===== config.mk =====
export PLATFORM = sky130hd
export DESIGN_NAME = switch_debouncer_flat
export DESIGN_NICKNAME = d
export VERILOG_FILES = /design/src/rtl/periph_pkg.sv /design/src/rtl/switch_debouncer_if.sv /design/src/rtl/switch_debouncer_bit.sv /design/src/rtl/switch_debouncer.sv /design/src/flat_wrapper.sv
export SDC_FILE = /design/constraint.sdc
export NUM_CORES = 1
export LEC_CHECK = 0
export ABC_AREA = 1
export BUFFER_PORTS_ARGS = -buffer_cell sky130_fd_sc_hd__buf_2
export CAP_MARGIN = 25
export CORE_MARGIN = 10
export CORE_UTILIZATION = 40
export DETAILED_ROUTE_END_ITERATION = 12
export PLACE_DENSITY_LB_ADDON = 0.15
export RECOVER_POWER = 25
export SYNTH_ARGS = -nofsm -noshare
export SYNTH_HDL_FRONTEND = slang
export SYNTH_SLANG_ARGS = --single-unit

===== constraint.sdc =====
create_clock -name clk -period 1.6 [get_ports clk]
set_input_delay 0.32 -clock clk [delete_from_list [all_inputs] [get_ports clk]]
set_output_delay 0.32 -clock clk [all_outputs]
set_load 0.05 [all_outputs]

===== src/rtl/periph_pkg.sv =====
// Shared constants and types for the memory-mapped peripheral's input conditioning.
// Latency: n/a. This package holds only constants and types.
// Backpressure: n/a.
package periph_pkg;

    // Number of board DIP switch lines.
    localparam int SW_WIDTH              = 8;

    // 10 ms of contact settling at 50 MHz.
    localparam int DEBOUNCE_CYCLES_50MHZ = 500000;

    // Counter width that holds DEBOUNCE_CYCLES_50MHZ-1.
    localparam int DEBOUNCE_CNT_W        = 19;

    // Short settling window so simulations finish quickly.
    localparam int DEBOUNCE_CYCLES_SIM   = 4;

    // Per-bit edge event produced when a debounced level is accepted.
    typedef enum logic [1:0] {
        EV_NONE = 2'd0,
        EV_RISE = 2'd1,
        EV_FALL = 2'd2
    } sw_event_e;

endpackage


===== src/rtl/switch_debouncer_if.sv =====
// Switch conditioning bundle: raw pins in, debounced level and edge pulses out.
// Latency: n/a. The interface contains wiring only.
// Backpressure: none. All signals are level or single-cycle pulse; there is no handshake.
//
// Signals:
//   sw_raw  : raw asynchronous switch pins (driven by the board / master side)
//   sw_db   : debounced level
//   rise    : one-cycle pulse per bit on a 0->1 debounced transition
//   fall    : one-cycle pulse per bit on a 1->0 debounced transition
//   changed : high in the same cycle as any rise/fall bit
interface switch_debouncer_if #(
    parameter int WIDTH = 8
);
    logic [WIDTH-1:0] sw_raw;
    logic [WIDTH-1:0] sw_db;
    logic [WIDTH-1:0] rise;
    logic [WIDTH-1:0] fall;
    logic             changed;

    // Board and consumer side: drives the pins and observes the conditioned result.
    modport master (
        output sw_raw,
        input  sw_db,
        input  rise,
        input  fall,
        input  changed
    );

    // Debouncer side.
    modport slave (
        input  sw_raw,
        output sw_db,
        output rise,
        output fall,
        output changed
    );
endinterface


===== src/rtl/switch_debouncer_bit.sv =====
// One switch line: 2-flop synchronizer, stability counter, debounced level and edge pulses.
// Latency: STABLE_CYCLES+2 clk edges from the first sampling edge to the db/rise/fall update.
// Backpressure: none. A new level is accepted only after STABLE_CYCLES consecutive mismatching cycles.
//
// Ports:
//   clk, reset : clock, asynchronous active-low reset
//   sw_raw     : raw asynchronous pin
//   db         : registered debounced level
//   rise/fall  : registered one-cycle pulses, aligned with the db update
//   pulse_nxt  : next-state pulse term (rise|fall), used to register a combined flag alongside
module debounce_bit
    import periph_pkg::*;
#(
    parameter int STABLE_CYCLES = DEBOUNCE_CYCLES_SIM,
    parameter int CNT_W         = DEBOUNCE_CNT_W
) (
    input  logic clk,
    input  logic reset,
    input  logic sw_raw,
    output logic db,
    output logic rise,
    output logic fall,
    output logic pulse_nxt
);

    // The count value at which the new level is accepted.
    localparam logic [CNT_W-1:0] TERM = CNT_W'(STABLE_CYCLES - 1);

    logic             s1;
    logic             s2;
    logic             db_q;
    logic [CNT_W-1:0] cnt_q;
    logic             rise_q;
    logic             fall_q;

    logic             db_nxt;
    logic [CNT_W-1:0] cnt_nxt;
    sw_event_e        ev_nxt;

    // State register. s1 feeds s2 directly so that the synchronizer pair
    // can be placed together with no logic between them.
    always_ff @(posedge clk or negedge reset) begin
        if (!reset) begin
            s1     <= 1'b0;
            s2     <= 1'b0;
            db_q   <= 1'b0;
            cnt_q  <= '0;
            rise_q <= 1'b0;
            fall_q <= 1'b0;
        end else begin
            s1     <= sw_raw;
            s2     <= s1;
            db_q   <= db_nxt;
            cnt_q  <= cnt_nxt;
            rise_q <= (ev_nxt == EV_RISE);
            fall_q <= (ev_nxt == EV_FALL);
        end
    end

    // Next-state logic. Any cycle where the synchronized input agrees with
    // the accepted level discards all progress. The counter stops at TERM
    // and never wraps, because reaching TERM always either accepts the
    // level or clears the count.
    always_comb begin
        db_nxt  = db_q;
        cnt_nxt = cnt_q;
        ev_nxt  = EV_NONE;
        if (s2 == db_q) begin
            cnt_nxt = '0;
        end else if (cnt_q == TERM) begin
            db_nxt  = s2;
            cnt_nxt = '0;
            ev_nxt  = s2 ? EV_RISE : EV_FALL;
        end else begin
            cnt_nxt = cnt_q + CNT_W'(1);
        end
    end

    // Outputs. All outputs except pulse_nxt come straight from flops.
    // pulse_nxt depends only on flops, so no path runs from sw_raw.
    assign db        = db_q;
    assign rise      = rise_q;
    assign fall      = fall_q;
    assign pulse_nxt = (ev_nxt != EV_NONE);

endmodule


===== src/rtl/switch_debouncer.sv =====
// Debounces WIDTH switch lines into a clean level plus per-bit rise/fall pulses and a changed flag.
// Latency: STABLE_CYCLES+2 clk edges from the first sampling edge; changed is aligned with the pulses.
// Backpressure: none. Outputs are levels and single-cycle pulses, and the consumer cannot stall them.
//
// Ports:
//   clk, reset : system clock, asynchronous active-low reset
//   bus        : switch_debouncer_if.slave (sw_raw in; sw_db, rise, fall, changed out)
module switch_debouncer
    import periph_pkg::*;
#(
    parameter int WIDTH         = SW_WIDTH,
    parameter int STABLE_CYCLES = DEBOUNCE_CYCLES_50MHZ,
    parameter int CNT_W         = DEBOUNCE_CNT_W
) (
    input  logic                  clk,
    input  logic                  reset,
    switch_debouncer_if.slave     bus
);

    logic [WIDTH-1:0] sw_raw_w;
    logic [WIDTH-1:0] db_w;
    logic [WIDTH-1:0] rise_w;
    logic [WIDTH-1:0] fall_w;
    logic [WIDTH-1:0] pulse_nxt_w;
    logic             changed_q;

    assign sw_raw_w = bus.sw_raw;

    for (genvar gi = 0; gi < WIDTH; gi++) begin : g_bit
        debounce_bit #(
            .STABLE_CYCLES (STABLE_CYCLES),
            .CNT_W         (CNT_W)
        ) u_bit (
            .clk       (clk),
            .reset     (reset),
            .sw_raw    (sw_raw_w[gi]),
            .db        (db_w[gi]),
            .rise      (rise_w[gi]),
            .fall      (fall_w[gi]),
            .pulse_nxt (pulse_nxt_w[gi])
        );
    end

    // The OR is taken over the next-state pulse terms. As a result,
    // changed_q is loaded on the same edge as the rise/fall flops and the
    // flag lines up exactly with the pulses.
    always_ff @(posedge clk or negedge reset) begin
        if (!reset) begin
            changed_q <= 1'b0;
        end else begin
            changed_q <= |pulse_nxt_w;
        end
    end

    assign bus.sw_db   = db_w;
    assign bus.rise    = rise_w;
    assign bus.fall    = fall_w;
    assign bus.changed = changed_q;

endmodule


===== src/flat_wrapper.sv =====
// flat-port wrapper written by rule: the top's interface ports become plain ports
module switch_debouncer_flat import periph_pkg::*;
#(
    parameter int WIDTH         = SW_WIDTH,
    parameter int STABLE_CYCLES = DEBOUNCE_CYCLES_50MHZ,
    parameter int CNT_W         = DEBOUNCE_CNT_W
)
  (clk, reset, bus_sw_raw, bus_sw_db, bus_rise, bus_fall, bus_changed);
  switch_debouncer_if #(.WIDTH(WIDTH)) bus_i ();
  input  logic clk;
  input  logic reset;
  input wire logic [$bits(bus_i.sw_raw)-1:0] bus_sw_raw;
  output wire logic [$bits(bus_i.sw_db)-1:0] bus_sw_db;
  output wire logic [$bits(bus_i.rise)-1:0] bus_rise;
  output wire logic [$bits(bus_i.fall)-1:0] bus_fall;
  output wire logic [$bits(bus_i.changed)-1:0] bus_changed;
  assign bus_i.sw_raw = bus_sw_raw;
  assign bus_sw_db = bus_i.sw_db;
  assign bus_rise = bus_i.rise;
  assign bus_fall = bus_i.fall;
  assign bus_changed = bus_i.changed;
  switch_debouncer #(.WIDTH(WIDTH), .STABLE_CYCLES(STABLE_CYCLES), .CNT_W(CNT_W)) u_core (.clk(clk), .reset(reset), .bus(bus_i));
endmodule

==> summary.md <==
| Metric | Value |
|---|---|
| WL per Instance | `approximately 12 µm` |
| Critical setup path kind | `register to register` |
| Synth Net Count | `1173` |
| CP max stage delay | `0.37 ns` |
| Cells after Synth | `1155` |
| Crit path required time | `1.95 ns` |
| Synth top area share | `approximately half` |
| Slew @ Worst Pin | `0.7331 ns` |
| CTS Root Cell | `clkbuf_16` |
| First-pass GRT wire length | `33000 µm` |
| Sw frac | `23.34%` |
| Hold Path Class | `register to register` |
| TritonCTS sink count | `193` |
| Pwr Density | `836.3 nW/µm²` |
| Syn. warnings | `0` |
| Post-synthesis cell type count | `31` |
| Yosys reg bits | `approximately 190` |
| DRC errors left | `0` |
| Avg Inst Size Synth | `8.427 µm²` |
| CP startpoint kind | `register` |
| Seq pwr share | `roughly 54%` |
| EDFF count, synth | `0` |
| Placer Congestion | `0.8057` |
| Drt pass-1 iters | `5` |
| Internal power | `7102 µW` |
| Antenna-violating nets left | `0` |
| Initial antenna violation count | `0` |
| Top post-synthesis cells by count | `nor2_1, dfrtp_1, nand2_1, inv_1, nand3_1` |
| Final max-slew violation count | `0` |
| Overall Power | `9265 µW` |
| Sequential area share after synthesis | `49.62%` |
| Via/cell ratio | `4.643` |
| Ant. Diodes | `0` |
| Max Buffers Root-to-Sink | `2` |
| Worst-path cell chain | `ha_1 -> nand3_2 -> nor2_2 -> nand2_2 -> nor2_4 -> nand2_1 -> nand2_1 -> nand3_1 -> nor2_1` |
| Ratio of cells with drive above 1 in the final layout | `16.88%` |
| Hold slack | `0.3484 ns` |
| Pre-CTS setup slack | `between 0.02 and 0.03 ns` |
| Routed WL | `19150 µm` |
| Final critical-path setup slack | `0.1190 ns` |
| Cell taking the most area after synthesis | `dfrtp_1` |
| Slew HR | `between 50% and 60%` |
| Initial Utilization | `40.38%` |
| Initial DRC Count | `386` |
| Clock power share | `42.0%` |
| Clk_skew | `0.009961 ns` |
| Final worst-path cycle share | `92.56%` |
| MaxCap Viol Count | `0` |
| RSZ-0062 raised after global routing | `true` |
| Logic pwr share | `under 10%` |
| Final Hold Viols | `0` |
| Most used DFF post-synth | `dfrtp_1` |
| Largest delay share family, worst path | `simple AND/OR/NAND/NOR gates` |
| Filler cells | `2427` |
| Worst-skew pair later-pin latency | `roughly 0.43 ns` |
| Clock Pin Slew Worst Setup and Hold Paths | `0.07 ns` |
| Synth async-reset ratio | `100.0%` |
| Vias in the first global route | `around 7.0k` |
| Congestion Overflow GR | `0` |
| Max Fclk | `675.2 MHz` |
| Tot GR Track Use | `around an eighth` |
| Sw power | `2163 µW` |
| R2R setup slack | `0.12 ns` |
| Die area | `approximately 31000 µm²` |
| CP Buf/Inv Count | `0` |
| Crit end category | `register` |
| Number of H-tree levels | `4` |
| Most common cell in the netlist | `nor2_1` |
| CP max stage cell | `dfrtp_1` |
| Peak supply drop | `0.5841 mV` |
| # rows | `between 50 and 60` |
| Pin count of the biggest net entering global routing | `47` |
| Setup TNS | `0 ns` |
| # IOs | `35` |
| Area growth from synthesis to layout | `13.82%` |
| HPWL after DPL | `around 14000 µm` |
| Cts bufs inserted | `17` |
| Setup Viol. Count Final | `0` |
| Mapped Area | `between 9000 and 10000 µm²` |
| Outcome | `finished, final reports clean` |
| Vias | `between 7k and 8k` |
| Vert. Die Dim | `176.0 µm` |
| Tmin final | `1.481 ns` |
| CP most frequent cell | `nand2_1` |
| Leak | `0.004819 µW` |
| CTS tree | `yes` |
| Ranking of synthesized cells by area | `dfrtp_1, nor2_1, nand2_1, inv_1, xor2_1` |
| Die Wd | `176.0 µm` |
| Critical Path AT | `between 1.5 and 2 ns` |
| CORE AREA | `24110 µm²` |
| Layout Nets | `approximately 1.2k` |
| IO Port Bufs | `34` |
| CP Max Fanout | `4` |
power by group through the flow:
stage | clock network [µW] | logic (µW) | registers, µW
after global placement | 0 | 345 | 5090
after CTS | 4050 | 366 | 5000
after floorplan | 0 | 158 | 5080
after global routing | 4260 | 434 | 5010
final | 3890 | 366 | 5000
after detailed placement | 0 | 347 | 5100
stage by stage:
stage	utilization (%)	area, µm²	cells
floorplan	-	9733	1155
global placement	42.69	10290	1502
detailed placement	42.69	10290	1502
CTS	45.27	10910	1542
global route	45.96	11080	1550
finish	45.96	11080	1550
cell usage in the layout (no fill, tap or decap), types with 19 or more instances in the layout:
cell | synthesis | final
nor2_1 | 243 | 239
dfrtp_1 | 193 | 193
nand2_1 | 182 | 178
inv_1 | 126 | 126
nand3_1 | 68 | 68
nor3_1 | 52 | 52
xor2_1 | 51 | 51
buf_2 | 2 | 33
nand4_1 | 25 | 25
nand2_2 | 25 | 24
nor2_2 | 22 | 23
nor2_4 | 16 | 19
a21oi_1 | 19 | 19
buf_4 | 24 | 19
logic make-up after synthesis:
logic type / count (synthesis) / share of synthesized area, %
compound gates: 35 / 1.825
xor+xnor: 67 / 6.029
fa+ha+maj: 8 / 1.028
buf+inv: 160 / 7.122
flops: 193 / 49.62
simple gates: 692 / 34.37
final timing paths:
| kind | cells past startpoint | startpoint | endpoint |
|---|---|---|---|
| min reg2reg | 0 | u_core.g_bit[6].u_bit.s1 | u_core.g_bit[6].u_bit.s2 |
| max | 9 | u_core.g_bit[3].u_bit.cnt_q[0] | u_core.g_bit[3].u_bit.cnt_q[16] |
| max in group asynchronous | 3 | reset | u_core.g_bit[2].u_bit.fall |
| max reg2reg | 9 | u_core.g_bit[3].u_bit.cnt_q[0] | u_core.g_bit[3].u_bit.cnt_q[16] |
| min | 0 | u_core.g_bit[6].u_bit.s1 | u_core.g_bit[6].u_bit.s2 |
| min in group asynchronous | 2 | reset | u_core.g_bit[3].u_bit.cnt_q[11] |
layout make-up:
class | instances | area, µm² | area share (%)
inverter | 134 | 503.0 | 4.540
timing repair buffer | 66 | 485.5 | 4.382
multi-input combinational | 802 | 4322 | 39.01
tap | 324 | 405.4 | 3.659
clock buffer | 20 | 446.7 | 4.032
sequential | 193 | 4830 | 43.60
clock inverter | 11 | 86.33 | 0.7793
state kept, by name, indices dropped and copies added, names as in the netlist:
name and count:
u_core.g_bit.u_bit.db 8, u_core.bus.changed 1, u_core.g_bit.u_bit.s1 8, u_core.g_bit.u_bit.s2 8, u_core.g_bit.u_bit.cnt_q 152, u_core.g_bit.u_bit.fall 8
u_core.g_bit.u_bit.rise 8
per-layer routing:
metal  vias up  GRT usage, %  wire length (µm)
met1      3347         16.84              9515
li1       3744             -                 -
met4         0         3.886               199
met2        89         20.64              8884
met3        16         2.755               549
met5         -             0                 0
what timing repair did:
item                                   4_1_cts  5_1_grt
hold buffers                                 9        0
setup endpoints to repair                    0       58
resized for setup                            0       28
buffers inserted                             0        8
endpoints found under the hold margin       46        0
(Power assumes the default switching activity.)
